File: src/rtl/hand_presence_detector_if.sv
// Sensor-side bundle for hand_presence_detector: per-channel sample strobes/data in,
// valve request, presence and fault status out.
interface hand_presence_detector_if #(
    parameter int CHANNELS   = 2,
    parameter int DIST_WIDTH = 16,
    parameter int GAIN_WIDTH = 8
);
  logic [CHANNELS-1:0]            acceptDistance;
  logic [CHANNELS*DIST_WIDTH-1:0] distance;
  logic [CHANNELS-1:0]            acceptGain;
  logic [CHANNELS*GAIN_WIDTH-1:0] gain;
  logic                           waterOn;
  logic [CHANNELS-1:0]            channelActive;
  logic                           timeoutFault;

  modport master (
    output acceptDistance, distance, acceptGain, gain,
    input  waterOn, channelActive, timeoutFault
  );

  modport slave (
    input  acceptDistance, distance, acceptGain, gain,
    output waterOn, channelActive, timeoutFault
  );
endinterface

File: src/rtl/hand_presence_detector.sv
// Multi-channel hand presence detector: capture -> product -> hysteresis -> valve FSM.
// Capture edge to waterOn change is 3 cycles; no backpressure, samples accepted on strobe rising edges.
module hand_presence_detector #(
    parameter int CHANNELS          = 2,
    parameter int DIST_WIDTH        = 16,
    parameter int GAIN_WIDTH        = 8,
    parameter int THRESHOLD         = 1500,
    parameter int RELEASE_THRESHOLD = 1800,
    parameter int HOLD_CYCLES       = 16,
    parameter int MAX_ON_CYCLES     = 1000
) (
  input  logic                    clk,
  input  logic                    reset,
  hand_presence_detector_if.slave bus
);

  localparam int PW     = DIST_WIDTH + GAIN_WIDTH;
  localparam int ON_W   = $clog2(MAX_ON_CYCLES + 1);
  localparam int HOLD_W = (HOLD_CYCLES > 0) ? $clog2(HOLD_CYCLES + 1) : 1;

  localparam logic [PW-1:0]     THR       = PW'(THRESHOLD);
  localparam logic [PW-1:0]     REL       = PW'(RELEASE_THRESHOLD);
  localparam logic [ON_W-1:0]   ON_LAST   = ON_W'(MAX_ON_CYCLES - 1);
  localparam logic [HOLD_W-1:0] HOLD_INIT = HOLD_W'((HOLD_CYCLES > 0) ? HOLD_CYCLES - 1 : 0);

  typedef enum logic [1:0] {IDLE, ON, HOLD, LOCKOUT} state_t;

  logic [CHANNELS-1:0]   dstb_q, dstb_d, gstb_q, gstb_d;
  logic [CHANNELS-1:0]   active_q, active_d;
  logic [DIST_WIDTH-1:0] dist_q [CHANNELS];
  logic [DIST_WIDTH-1:0] dist_d [CHANNELS];
  logic [GAIN_WIDTH-1:0] gain_q [CHANNELS];
  logic [GAIN_WIDTH-1:0] gain_d [CHANNELS];
  logic [PW-1:0]         prod_q [CHANNELS];
  logic [PW-1:0]         prod_d [CHANNELS];

  state_t            state_q, state_d;
  logic [ON_W-1:0]   on_cnt_q, on_cnt_d;
  logic [HOLD_W-1:0] hold_cnt_q, hold_cnt_d;
  logic              water_on_q, water_on_d;
  logic              fault_q, fault_d;
  logic              any_active;

  // Per-channel capture on strobe rising edge, full-width product, then hysteresis.
  always_comb begin
    dstb_d   = bus.acceptDistance;
    gstb_d   = bus.acceptGain;
    active_d = active_q;
    for (int i = 0; i < CHANNELS; i++) begin
      dist_d[i] = dist_q[i];
      gain_d[i] = gain_q[i];
      if (bus.acceptDistance[i] && !dstb_q[i])
        dist_d[i] = bus.distance[i*DIST_WIDTH +: DIST_WIDTH];
      if (bus.acceptGain[i] && !gstb_q[i])
        gain_d[i] = bus.gain[i*GAIN_WIDTH +: GAIN_WIDTH];
      prod_d[i] = PW'(dist_q[i]) * PW'(gain_q[i]);
      if (prod_q[i] < THR)
        active_d[i] = 1'b1;
      else if (prod_q[i] >= REL)
        active_d[i] = 1'b0;
    end
  end

  assign any_active = |active_q;

  always_comb begin
    state_d    = state_q;
    on_cnt_d   = on_cnt_q;
    hold_cnt_d = hold_cnt_q;
    unique case (state_q)
      IDLE: begin
        if (any_active) begin
          state_d  = ON;
          on_cnt_d = '0;
        end
      end
      ON: begin
        on_cnt_d = on_cnt_q + 1'b1;
        // Safety timeout wins over a simultaneous release.
        if (on_cnt_q == ON_LAST) begin
          state_d = LOCKOUT;
        end else if (!any_active) begin
          if (HOLD_CYCLES == 0) begin
            state_d  = IDLE;
            on_cnt_d = '0;
          end else begin
            state_d    = HOLD;
            hold_cnt_d = HOLD_INIT;
          end
        end
      end
      HOLD: begin
        on_cnt_d = on_cnt_q + 1'b1;
        if (on_cnt_q == ON_LAST) begin
          state_d = LOCKOUT;
        end else if (any_active) begin
          state_d = ON;
        end else if (hold_cnt_q == '0) begin
          state_d  = IDLE;
          on_cnt_d = '0;
        end else begin
          hold_cnt_d = hold_cnt_q - 1'b1;
        end
      end
      LOCKOUT: begin
        on_cnt_d = '0;
        if (!any_active) state_d = IDLE;
      end
      default: state_d = IDLE;
    endcase
    water_on_d = (state_d == ON) || (state_d == HOLD);
    fault_d    = (state_d == LOCKOUT);
  end

  always_ff @(posedge clk or posedge reset) begin
    if (reset) begin
      dstb_q     <= '0;
      gstb_q     <= '0;
      active_q   <= '0;
      state_q    <= IDLE;
      on_cnt_q   <= '0;
      hold_cnt_q <= '0;
      water_on_q <= 1'b0;
      fault_q    <= 1'b0;
      for (int i = 0; i < CHANNELS; i++) begin
        dist_q[i] <= '1;
        gain_q[i] <= GAIN_WIDTH'(1);
        prod_q[i] <= '1;
      end
    end else begin
      dstb_q     <= dstb_d;
      gstb_q     <= gstb_d;
      active_q   <= active_d;
      state_q    <= state_d;
      on_cnt_q   <= on_cnt_d;
      hold_cnt_q <= hold_cnt_d;
      water_on_q <= water_on_d;
      fault_q    <= fault_d;
      for (int i = 0; i < CHANNELS; i++) begin
        dist_q[i] <= dist_d[i];
        gain_q[i] <= gain_d[i];
        prod_q[i] <= prod_d[i];
      end
    end
  end

  assign bus.waterOn       = water_on_q;
  assign bus.channelActive = active_q;
  assign bus.timeoutFault  = fault_q;

endmodule

File: src/flat_wrapper.sv
// flat-port wrapper written by rule: the top's interface ports become plain ports
module hand_presence_detector_flat 
#(
    parameter int CHANNELS          = 2,
    parameter int DIST_WIDTH        = 16,
    parameter int GAIN_WIDTH        = 8,
    parameter int THRESHOLD         = 1500,
    parameter int RELEASE_THRESHOLD = 1800,
    parameter int HOLD_CYCLES       = 16,
    parameter int MAX_ON_CYCLES     = 1000
)
  (clk, reset, bus_acceptDistance, bus_distance, bus_acceptGain, bus_gain, bus_waterOn, bus_channelActive, bus_timeoutFault);
  hand_presence_detector_if #(.CHANNELS(CHANNELS), .DIST_WIDTH(DIST_WIDTH), .GAIN_WIDTH(GAIN_WIDTH)) bus_i ();
  input  logic clk;
  input  logic reset;
  input wire logic [$bits(bus_i.acceptDistance)-1:0] bus_acceptDistance;
  input wire logic [$bits(bus_i.distance)-1:0] bus_distance;
  input wire logic [$bits(bus_i.acceptGain)-1:0] bus_acceptGain;
  input wire logic [$bits(bus_i.gain)-1:0] bus_gain;
  output wire logic [$bits(bus_i.waterOn)-1:0] bus_waterOn;
  output wire logic [$bits(bus_i.channelActive)-1:0] bus_channelActive;
  output wire logic [$bits(bus_i.timeoutFault)-1:0] bus_timeoutFault;
  assign bus_i.acceptDistance = bus_acceptDistance;
  assign bus_i.distance = bus_distance;
  assign bus_i.acceptGain = bus_acceptGain;
  assign bus_i.gain = bus_gain;
  assign bus_waterOn = bus_i.waterOn;
  assign bus_channelActive = bus_i.channelActive;
  assign bus_timeoutFault = bus_i.timeoutFault;
  hand_presence_detector #(.CHANNELS(CHANNELS), .DIST_WIDTH(DIST_WIDTH), .GAIN_WIDTH(GAIN_WIDTH), .THRESHOLD(THRESHOLD), .RELEASE_THRESHOLD(RELEASE_THRESHOLD), .HOLD_CYCLES(HOLD_CYCLES), .MAX_ON_CYCLES(MAX_ON_CYCLES)) u_core (.clk(clk), .reset(reset), .bus(bus_i));
endmodule
File: config.mk
export PLATFORM = sky130hd
export DESIGN_NAME = hand_presence_detector_flat
export DESIGN_NICKNAME = d
export VERILOG_FILES = /design/src/rtl/hand_presence_detector_if.sv /design/src/rtl/hand_presence_detector.sv /design/src/flat_wrapper.sv
export SDC_FILE = /design/constraint.sdc
export NUM_CORES = 1
export LEC_CHECK = 0
export ABC_CLOCK_PERIOD_IN_PS = 6020
export CAP_MARGIN = 20
export CORE_ASPECT_RATIO = 1.75
export CORE_MARGIN = 2
export CORE_UTILIZATION = 40
export CTS_BUF_LIST = sky130_fd_sc_hd__clkbuf_8
export DETAILED_ROUTE_END_ITERATION = 10
export DONT_BUFFER_PORTS = 1
export SETUP_SLACK_MARGIN = 0.4
export SLEW_MARGIN = 5
export SYNTH_ARGS = -nofsm -noshare
export SYNTH_HDL_FRONTEND = slang
export SYNTH_SLANG_ARGS = --single-unit
File: constraint.sdc
create_clock -name clk -period 6.02 [get_ports clk]
set_input_delay 1.204 -clock clk [delete_from_list [all_inputs] [get_ports clk]]
set_output_delay 1.204 -clock clk [all_outputs]
set_load 0.05 [all_outputs]
* Yosys cells after proc, flatten, opt, wreduce, memory -nomap -nowiden
Cells that the tools add are included.
** Word-level totals
- Bits in registers :: 121
- Output and inout port bits :: 4
- Word-level logic and storage cells :: 75
** Cells by class
- $add $sub $neg :: 2
- $mul :: 2
- Magnitude comparators :: 4
- Equality and inequality tests :: 13
- Multiplexer cells :: 23
- Reduce and logical (&&, ||, !) cells :: 16
** Operators with widths (number)
- $ge 24x11->1 const B :: 2
- $lt 24x11->1 const B :: 2
- $mul 16x8->24 :: 2
- $mux 10 :: 4
- $pmux 10 s4 :: 1
- $mux 5 :: 5
- $mux 2 :: 7
- $add 10x1->10 const B :: 1
- $eq 10x10->1 const B :: 1
- $ne 2x2->1 const B :: 5
- $pmux 5 s2 :: 1
- $eq 2x2->1 const B :: 4
- $pmux 2 s4 :: 1
- $reduce_and 6->1 :: 1
- $reduce_bool 2->1 :: 3
- $logic_not 5->1 :: 1
- $sub 5x1->5 const B :: 1
- $eq 2x1->1 const B :: 2
- $logic_and 1x1->1 :: 4
- $logic_not 1->1 :: 4
- $mux 1 :: 4
- $logic_not 2->1 :: 1
- $ne 2x1->1 const B :: 1
- $reduce_or 2->1 :: 1
- $logic_or 1x1->1 :: 1

* Depth between registers and ports, before layout
Gate-level depths: netlist (run 1).
- Depth in word-level cells :: 7
- Mapped depth :: 18
- Mapped depth without buffers :: 17

* Least setup slack after synthesis (run 1)
OpenSTA, ideal clock, no wires.
- Kind :: reg-to-reg
- Start point :: reg u_core.gain_q[14] in the netlist's numbering
- End point :: reg u_core.prod_q[46] in the netlist's numbering
- Library setup time :: 0.075 ns
- Arrival :: 4.631 ns
- Required time :: 5.945 ns
- Setup slack :: 1.313 ns
- Stages on the path, launching flop included :: 17
- Path buffers :: 1
- Clock period less this slack :: 4.707 ns
- Cells stage by stage :: dfrtp_1 clkbuf_1 and2_1 fa_1 fa_1 fa_1 inv_1 fa_1 inv_1 ha_1 a21oi_1 o21ai_0 or3_1 o211ai_1 o21ai_0 a221oi_1 xnor2_1
** RTL lines
- start, declared :: line hand_presence_detector.sv:32 : logic [GAIN_WIDTH-1:0] gain_q [CHANNELS];
- start signal, assigned by index :: line hand_presence_detector.sv:141 : gain_q[i] <= gain_d[i];
- end signal, assigned by index :: line hand_presence_detector.sv:142 : prod_q[i] <= prod_d[i];
- end, declared :: line hand_presence_detector.sv:34 : logic [PW-1:0] prod_q [CHANNELS];

==> results of run 1 <==
-- metrics by stage --
stage / util / std cells
detailed placement: 0.418 / 1600
finish: 0.431 / 1633
floorplan: - / 1234
global route: 0.431 / 1632
global placement: 0.418 / 1600
CTS: 0.431 / 1632
-- cells by family after synthesis --
kind of cell             synth area share
XOR/XNOR                           0.0269
AO/OA/AOI/OAI                      0.0700
AND/OR/NAND/NOR                     0.173
multiplexers                       0.0453
flip-flops                          0.244
adder cells (fa/ha/maj)             0.368
buffers and inverters              0.0732
-- cells in the final DEF (no fill, tap or decap), types with 3 or more instances in the layout --
cell and n:
nand2b_1 10, or2_2 3, o21ai_0 32, dfstp_2 78, ha_1 95, o211ai_1 5, a211o_1 3, o31ai_1 4
a31oi_1 12, nand2_1 73, inv_6 4, buf_4 4, xnor2_1 27, nor2b_1 9, or4_1 3, nand3_1 12
a211oi_1 6, mux2_2 48, or3_1 3, xor2_1 11, and2_1 209, clkinv_4 5, a21o_1 19, a21oi_1 40
dfrtp_1 39, nor4_1 6, o21bai_1 4, nor2_1 31, nand4_1 6, clkbuf_8 18, nor3_1 11, inv_1 212
fa_1 168
-- synth_stat cells, drive strengths merged, types with 9 or more instances --
| cell | number |
|---|---|
| a21o | 19 |
| a21oi | 40 |
| a31oi | 12 |
| and2 | 209 |
| clkbuf | 26 |
| dfrtp | 39 |
| dfstp | 78 |
| fa | 168 |
| ha | 95 |
| inv | 212 |
| mux2 | 48 |
| nand2 | 73 |
| nand2b | 11 |
| nand3 | 12 |
| nor2 | 31 |
| nor2b | 9 |
| nor3 | 11 |
| o21ai | 33 |
| xnor2 | 27 |
| xor2 | 11 |
-- worst max-delay path by stage --
stage | start | to | depth (start not counted)
floorplan | u_core.gain_q[14]$_DFFE_PP0P_ | u_core.prod_q[46]$_DFF_PP1_ | 16
global placement | u_core.gain_q[15]$_DFFE_PP0P_ | u_core.prod_q[46]$_DFF_PP1_ | 15
detailed placement | u_core.gain_q[15]$_DFFE_PP0P_ | u_core.prod_q[46]$_DFF_PP1_ | 15
CTS | u_core.gain_q[15]$_DFFE_PP0P_ | u_core.prod_q[46]$_DFF_PP1_ | 15
global route | u_core.gain_q[15]$_DFFE_PP0P_ | u_core.prod_q[46]$_DFF_PP1_ | 15
finish | u_core.gain_q[12]$_DFFE_PP0P_ | u_core.prod_q[46]$_DFF_PP1_ | 15
-- routing by layer --
layer | GRT usage | vias to the layer above
li1 | - | 3878
met1 | 0.179 | 4230
met2 | 0.336 | 110
met3 | 0.0253 | 56
met4 | 0.0790 | 0
met5 | 0 | -
-- flip-flops by register name, summed over array words and instances (netlist names), 5 cells and up --
name,flops
u_core.hold_cnt_q,5
u_core.gain_q,16
u_core.prod_q,44
u_core.on_cnt_q,10
u_core.dist_q,32
-- cell type report --
cell class | count | area share
flip-flops and latches | 117 | 0.229
clock inverters | 14 | 0.0116
well taps | 391 | 0.0371
repair buffers | 4 | 0.00228
diodes | 1 | 0.000190
inverters | 212 | 0.0605
clock buffers | 18 | 0.0188
multi-input cells | 876 | 0.640
==> impl_metrics.csv, run 1 <==
group,metric,value,unit
yosys,ys.warnings.count,0,
clock_tree,clkLatencyLatePin,0.48,ns
sta,layout_min_cycle_time,5.25,ns
sta,post-route-period-util,0.873,
placed_design,dp_slack,0.794,ns
cells_and_area,area_growth,6.57,%
sta,drv_slew,0,
route,wl_met2,14.9,mm
cells_and_area,multi_input_area,0.00845,sq mm
sta,setup_viol,0,
sta,hold_violations,0,
grt,antenna_found_initial,0,
setup_path,worstPathCellList,"and2_1, fa_1, fa_1, fa_1, inv_1, fa_1, inv_1, ha_1, a21oi_1, o21ai_0, or3_1, o211ai_1, o21ai_0, a221oi_1, xnor2_1",
clock_tree,cts_tree,"yes",
yosys,syn_nets,1551,
yosys,synth_area,0.0124,sq mm
placed_design,port_buffers,0,
min_path,hold_path.class,"reg -> reg",
die,die_w,137,um
placed_design,gp_congestion,0.820,
grt,grt_max_degree,69,
yosys,ys_types,51,
yosys,ys.flop_type,"dfstp_2",
sta,tightest_slew,0.845,ns
setup_path,path_max_fanout,17,
clock_tree,path_clk_slew,0.08,ns
clock_tree,htreeDepth,4,
min_path,hp-start,"u_core.prod_q[34]$_DFF_PP1_",
sta,final_critical_path_setup_slack,0.767,ns
yosys,synthCells,1234,
die,io_pins,58,
route,wl_met1,9.42,mm
setup_path,cp-end-kind,"register",
route,vias_per_cell,5.07,
cells_and_area,n_fill_cell,3023,
setup_path,cpPeakStageDelay,0.58,ns
job,cap_violations,0,
setup_path,r2r_start,"u_core.gain_q[12]$_DFFE_PP0P_",
yosys,yosys.area.top_type,"fa_1",
grt,grt_pass1_vias,9260,
clock_tree,cts_setup_buffers,0,
yosys,yosysSeqAreaShare,0.244,
cells_and_area,layout-drive-gt1-share,0.135,
setup_path,crit_path_frequent_cell,"fa_1",
sta,tns,0,ns
setup_path,cpMaxStageDelayCell,"dfrtp_1",
setup_path,crit_required,6.42,ns
route,wl,25.8,mm
clock_tree,cts_root_buf,"clkbuf_8",
setup_path,critPathTopFamily,"adder cells",
die,rows,85,
clock_tree,clock-sinks,117,
setup_path,path_buf_inv,2,
yosys,synthArstFlopShare,1.00,
die,dieArea,0.0324,sq mm
die,core_area,0.0306,sq mm
clock_tree,cts_buffers,17,
die,die_y,237,um
setup_path,worstPathArrival,5.65,ns
cells_and_area,regArea,0.00303,sq mm
grt,grt-ovfl-total,0,
sta,fin_skew,0.0166,ns
route,drc_errors,0,
yosys,synthTopCellsByArea,"fa_1 (27%), dfstp_2 (17%), and2_1 (11%), ha_1 (9.6%), dfrtp_1 (7.9%)",
clock_tree,cts_max_path_buffers,2,
setup_path,rrSetupSlack,0.77,ns
yosys,syn_area_per_cell,10.0,sq um
grt,grt_pass1_wl,44.3,mm
route,wl_met3,491,um
placed_design,place_area,0.0128,sq mm
route,post_drt_wl_per_cell,15.8,um
sta,slew_headroom,0.437,
min_path,worstHoldPathCells,1,
sta,whs,0.499,ns
yosys,synth_top_area_share,0.272,
route,firstDrtPassIters,4,
setup_path,r2r_cells,15,
grt,grt_usage,0.174,
clock_tree,holdBufCountCts,0,
cells_and_area,final_area,0.0132,sq mm
route,highest_layer,"met4",
setup_path,crit_type,"reg -> reg",
sta,fmax,0.190,GHz
cells_and_area,fin_nets,1545,
yosys,ys_ff_latch,117,
die,initial_core_util,0.404,
sta,rsz0062_at_grt,"no",
route,drtAntennaViolNets,0,
placed_design,hpwl,20.4,mm
run_status,status,"finished clean",
yosys,synth_edf_count,0,
setup_path,worstSetupStartpointType,"register",
setup_path,r2r_end,"u_core.prod_q[46]$_DFF_PP1_",
min_path,whs_endpoint,"u_core.bus.channelActive[0]$_DFFE_PP0P_",
route,drt_iter0_drc,268,
route,num_vias,8274,
clock_tree,cts_resized,0,
Power of run 1 is left out: the tool's default activity adds up to more than one toggle a clock period on the data nets, which glitch-free logic cannot reach.
==> run 2, diff against run 1 <==
ABC_CLOCK_PERIOD_IN_PS = 4450   (was 6020)
REMOVE_ABC_BUFFERS = 1   (was default)
clock period = 4.45 ns   (was 6.02 ns; I/O delays follow)
==> run 2 against run 1 <==
The run now ends with setup timing left. Critical path depth is 1 higher. Fmax rose by 16%. First-iteration DRC count fell by 11%. Sequential share of layout area shrank 3.6 points. Hold slack got worse by 0.073 ns. Register-to-register slack worse by 0.86 ns. Routed wire length increased by 12%. Core utilization rose by 8.2 points. Global-route usage up 1.2 points. Highest routed layer unchanged.
==> impl_metrics.csv, run 2 (synthesis results as in run 1) <==
group,metric,value,unit
clock_tree,cts_tree,"yes",
die,die_w,137,um
grt,grt_pass1_vias,10100,
route,highest_layer,"met4",
setup_path,worstPathArrival,4.95,ns
route,drtAntennaViolNets,0,
cells_and_area,layout-drive-gt1-share,0.373,
die,core_area,0.0306,sq mm
placed_design,post-place-cells,1714,
sta,drv_slew,0,
sta,tightest_slew,0.883,ns
route,vias_per_cell,4.97,
setup_path,crit_type,"reg -> reg",
sta,fin_skew,0.0189,ns
setup_path,crit_required,4.86,ns
cells_and_area,final_common_cell,"inv_1",
cells_and_area,fin_nets,1729,
sta,layout_min_cycle_time,4.54,ns
placed_design,hpwl,22.3,mm
setup_path,cpPeakStageDelay,0.60,ns
clock_tree,clock-sinks,117,
setup_path,cp-end-kind,"register",
route,post_drt_wl_per_cell,15.9,um
route,drc_errors,0,
die,rows,85,
run_status,status,"finished, violations left",
job,cap_violations,0,
clock_tree,holdBufCountCts,0,
sta,setup_viol,3,
run_status,violations,"setup timing",
route,num_vias,9036,
placed_design,port_buffers,0,
grt,grt_pass1_wl,47.3,mm
route,wl_met3,577,um
clock_tree,cts_max_path_buffers,2,
clock_tree,htreeDepth,4,
cells_and_area,mostFrequentLayoutCells,"inv_1 (187), and2_1 (179), fa_1 (153)",
route,firstDrtPassIters,5,
clock_tree,cts_root_buf,"clkbuf_8",
sta,rsz0062_at_grt,"yes",
sta,slew_headroom,0.412,
setup_path,crit_path_frequent_cell,"fa_1",
grt,grt_max_degree,67,
route,wl_met2,17.5,mm
setup_path,worstSetupStartpointType,"register",
clock_tree,clkLatencyLatePin,0.49,ns
min_path,hold_path.class,"in -> reg",
cells_and_area,regMostFlops,"u_core.prod_q",
cells_and_area,largest_register_ffs,44,
sta,hold_violations,0,
die,initial_core_util,0.404,
cells_and_area,largest_registers,"u_core.prod_q: 44 flops, u_core.dist_q: 32 flops, u_core.gain_q: 16 flops",
clock_tree,path_clk_slew,0.08,ns
setup_path,cpMaxStageDelayCell,"dfstp_2",
placed_design,gp_congestion,0.849,
sta,fmax,0.220,GHz
sta,final_critical_path_setup_slack,-0.0942,ns
grt,grt-ovfl-total,0,
setup_path,worstPathCellList,"buf_6, and2_4, fa_1, fa_1, fa_1, inv_1, fa_1, inv_2, ha_4, a21oi_2, o21ai_2, or3_4, o211ai_1, o21ai_2, a221oi_2, xnor2_1",
route,wl,28.9,mm
sta,post-route-period-util,1.02,
die,die_y,237,um
die,dieArea,0.0324,sq mm
cells_and_area,finalNonFillerCells,1817,
setup_path,path_max_fanout,4,
grt,grt_usage,0.186,
cells_and_area,fin_util,0.513,
clock_tree,cts_buffers,17,
grt,antenna_found_initial,1,
route,wl_met1,9.94,mm
route,drt_iter0_drc,239,
die,io_pins,58,
cells_and_area,area_growth,26.9,%
-- run 2: worst max-delay path: cells and delay by family (launching register included) --
family                     cells  cell delay [ns]
AOI/OAI and AO/OA              5             0.87
xor gates and xnor gates       1             0.15
adders and majority gates      5             2.15
buffers and inverters          3             0.22
DFF                            1             0.60
and+or+nand+nor                2             0.50
-- run 2: cell type report --
type | count | area (sq um)
Antenna cell | 1 | 2.50
Clock buffer | 17 | 234
Clock inverter | 15 | 169
Fill cell | 2744 | 14900
Inverter | 212 | 798
Multi-Input combinational cell | 876 | 9340
Sequential cell | 117 | 3040
Tap cell | 391 | 489
Timing Repair Buffer | 188 | 1640
-- run 2: path summary, 6_finish.rpt --
path	from	end	slack (ns)	depth (start not counted)
setup reg to reg	u_core.dist_q[21]$_DFFE_PP1P_	u_core.prod_q[46]$_DFF_PP1_	-0.09	16
min in group asynchronous	reset	u_core.hold_cnt_q[2]$_DFFE_PP0P_	0.44	1
setup / recovery	u_core.dist_q[21]$_DFFE_PP1P_	u_core.prod_q[46]$_DFF_PP1_	-0.09	16
max in group asynchronous	reset	u_core.prod_q[47]$_DFF_PP1_	3.00	2
hold / removal	bus_acceptDistance[0]	u_core.dstb_q[0]$_DFF_PP0_	0.43	0
hold reg to reg	u_core.prod_q[34]$_DFF_PP1_	u_core.bus.channelActive[0]$_DFFE_PP0P_	0.50	1
-- run 2: stage by stage --
stage	hold WS [ns]	setup TNS [ns]	cell area (sq um)	worst slack (ns)
6_report	0.427	-0.220	15700	-0.0942
5_1_grt	0.397	-1.24	15700	-0.225
3_3_place_gp	0.481	-3.74	13700	-0.325
4_1_cts	0.393	-0.253	15200	-0.112
2_1_floorplan	0.472	-0.193	12300	-0.193
3_5_place_dp	0.492	-4.66	13700	-0.408
-- run 2: metal layers --
metal | up-vias | GRT usage
met1 | 4594 | 0.183
met3 | 61 | 0.0261
met4 | 0 | 0.0762
met2 | 134 | 0.374
li1 | 4247 | -
met5 | - | 0
-- run 2: timing repair --
action | 4_1_cts | 5_1_grt
gates cloned | 0 | 0
pin swaps | 168 | 72
endpoints found under the setup margin | 31 | 29
setup buffers | 54 | 16
gates resized for setup | 192 | 80
Power of run 2 is left out for the same reason.
==> run 3, diff against run 2 <==
ABC_AREA = 1   (was default)
==> run 3 against run 2 <==
The run now ends clean. Largest cell class unchanged. Count of clock-buffer cells in the layout unchanged. Global-route usage grew 1.2 points. Synthesized cell count increased by 52%.
==> impl_metrics.csv, run 3 <==
group,metric,value,unit
sta,post-route-period-util,0.892,
placed_design,port_buffers,0,
yosys,syn_area_per_cell,7.51,sq um
setup_path,crit_type,"reg -> reg",
grt,grt_pass1_wl,57.2,mm
route,drt_iter0_drc,348,
yosys,yosysSeqAreaShare,0.214,
die,io_pins,58,
yosys,synth_top_area_share,0.238,
cells_and_area,finalNonFillerCells,2443,
grt,antenna_found_initial,3,
sta,fin_skew,0.0255,ns
die,rows,91,
sta,hold_violations,0,
setup_path,path_max_fanout,4,
clock_tree,cts_max_path_buffers,2,
clock_tree,cts_tree,"yes",
setup_path,cp-end-kind,"register",
cells_and_area,final_common_cell,"inv_1",
sta,final_critical_path_setup_slack,0.479,ns
setup_path,path_buf_inv,4,
setup_path,rrSetupSlack,0.48,ns
setup_path,worstPathCellList,"buf_12, nand2_1, inv_2, fa_1, fa_1, fa_1, inv_1, fa_1, inv_2, ha_4, nand2_4, nor2_4, nand2_2, nor2_2, nand2_2, nand3_2, nand2_1, nand2_1",
yosys,ys.warnings.count,0,
cells_and_area,largest_register_ffs,44,
die,die_y,252,um
clock_tree,path_clk_slew,0.10,ns
cells_and_area,multi_input_area,0.0100,sq mm
setup_path,r2r_end,"u_core.prod_q[21]$_DFF_PP1_",
sta,fmax,0.252,GHz
grt,grt_pass1_vias,12200,
placed_design,hpwl,27.6,mm
placed_design,gp_congestion,0.953,
cells_and_area,mostFrequentLayoutCells,"inv_1 (503), nand2_1 (455), fa_1 (156)",
cells_and_area,final_area,0.0173,sq mm
placed_design,post-place-cells,2302,
cells_and_area,area_growth,22.6,%
die,initial_core_util,0.404,
placed_design,place_area,0.0146,sq mm
die,core_area,0.0350,sq mm
setup_path,cpMaxStageDelayCell,"dfstp_2",
yosys,ys_ff_latch,117,
setup_path,cpPeakStageDelay,0.62,ns
placed_design,dp_slack,0.0143,ns
sta,tns,0,ns
cells_and_area,largest_registers,"u_core.prod_q: 44 flops, u_core.dist_q: 32 flops, u_core.gain_q: 16 flops",
route,post_drt_wl_per_cell,14.9,um
setup_path,r2r_cells,18,
setup_path,critPathTopFamily,"adder cells",
setup_path,crit_path_frequent_cell,"fa_1",
cells_and_area,regMostFlops,"u_core.prod_q",
clock_tree,cts_buffers,17,
yosys,yosys.area.top_type,"fa_1",
yosys,ys.flop_type,"dfstp_2",
yosys,synthCells,1879,
yosys,synth_area,0.0141,sq mm
route,drc_errors,0,
setup_path,crit_required,4.90,ns
grt,grt_max_degree,58,
route,drtAntennaViolNets,0,
sta,rsz0062_at_grt,"yes",
yosys,synth_edf_count,0,
yosys,synthTopCellsByArea,"fa_1 (24%), inv_1 (15%), nand2_1 (15%), dfstp_2 (15%), ha_1 (8.4%)",
cells_and_area,n_fill_cell,3242,
sta,slew_headroom,0.439,
sta,layout_min_cycle_time,3.97,ns
route,vias_per_cell,4.70,
setup_path,worstPathArrival,4.42,ns
sta,tightest_slew,0.840,ns
yosys,yosysMostFrequentCell,"inv_1",
die,dieArea,0.0368,sq mm
cells_and_area,regArea,0.00304,sq mm
yosys,synthArstFlopShare,1.00,
sta,drv_slew,0,
yosys,ys_types,37,
yosys,synthTopCellsByCount,"inv_1 (554), nand2_1 (553), fa_1 (168)",
min_path,hold_path.class,"in -> async",
clock_tree,clkLatencyLatePin,0.51,ns
grt,grt-ovfl-total,0,
clock_tree,clock-sinks,117,
clock_tree,htreeDepth,4,
route,num_vias,11500,
setup_path,r2r_start,"u_core.dist_q[8]$_DFFE_PP1P_",
run_status,status,"finished clean",
route,wl,36.4,mm
cells_and_area,fin_nets,2280,
job,cap_violations,0,
cells_and_area,layout-drive-gt1-share,0.308,
route,firstDrtPassIters,4,
grt,grt_usage,0.198,
die,die_w,146,um
clock_tree,cts_root_buf,"clkbuf_8",
sta,setup_viol,0,
setup_path,worstSetupStartpointType,"register",
run 3: cells by family (layout without fill, tap and decap cells):
| logic type | count (synthesis) | count (layout) | synth area share |
|---|---|---|---|
| AOI/OAI and AO/OA | 52 | 52 | 0.0224 |
| xor gates and xnor gates | 26 | 26 | 0.0161 |
| adders and majority gates | 263 | 263 | 0.323 |
| buffers and inverters | 627 | 724 | 0.167 |
| DFF | 117 | 117 | 0.214 |
| muxes | 48 | 48 | 0.0383 |
| other | 0 | 2 | 0 |
| and+or+nand+nor | 746 | 746 | 0.219 |
run 3: what timing repair did:
item,in CTS,in global routing
gates cloned,0,1
endpoints found under the setup margin,32,29
pin swaps,47,200
hold buffers,0,0
setup buffers,62,44
resized for setup,91,275
run 3: worst max path at each step:
stage,to,cells past startpoint,start
3_3_place_gp,u_core.prod_q[42]$_DFF_PP1_,17,u_core.gain_q[14]$_DFFE_PP0P_
6_report,u_core.prod_q[21]$_DFF_PP1_,18,u_core.dist_q[8]$_DFFE_PP1P_
2_1_floorplan,u_core.prod_q[18]$_DFF_PP1_,17,u_core.gain_q[4]$_DFFE_PP0P_
5_1_grt,u_core.prod_q[46]$_DFF_PP1_,19,u_core.dist_q[18]$_DFFE_PP1P_
4_1_cts,u_core.prod_q[22]$_DFF_PP1_,20,u_core.dist_q[11]$_DFFE_PP1P_
3_5_place_dp,u_core.prod_q[42]$_DFF_PP1_,17,u_core.gain_q[14]$_DFFE_PP0P_
run 3: layer usage:
metal / vias up / global-route usage / part of all wire
li1: 5521 / - / -
met1: 5601 / 0.167 / 0.32
met2: 231 / 0.409 / 0.60
met3: 132 / 0.0329 / 0.026
met4: 2 / 0.133 / 0.059
met5: - / 0 / 0.00030
run 3: worst reg2reg max path: stages, from the launching register on:
cell and delay (ns):
dfstp_2 0.62, buf_12 0.13, nand2_1 0.05, inv_2 0.06, fa_1 0.43, fa_1 0.50
fa_1 0.50, inv_1 0.05, fa_1 0.49, inv_2 0.05, ha_4 0.30, nand2_4 0.09
nor2_4 0.13, nand2_2 0.10, nor2_2 0.13, nand2_2 0.10, nand3_2 0.08, nand2_1 0.05
nand2_1 0.05
run 3: final cells by class:
class	count	area share
Sequential cell	117	0.176
Clock inverter	15	0.00694
Tap cell	465	0.0336
Clock buffer	17	0.0135
Timing Repair Buffer	133	0.0695
Inverter	559	0.122
Multi-Input combinational cell	1135	0.579
Antenna cell	2	0.000289
run 3: through the flow:
| step | hold WS, ns | utilization |
|---|---|---|
| 2_1_floorplan | 0.501 | - |
| 3_3_place_gp | 0.529 | 0.419 |
| 3_5_place_dp | 0.523 | 0.419 |
| 4_1_cts | 0.362 | 0.458 |
| 5_1_grt | 0.369 | 0.495 |
| 6_report | 0.361 | 0.495 |
Power of run 3 is left out for the same reason.
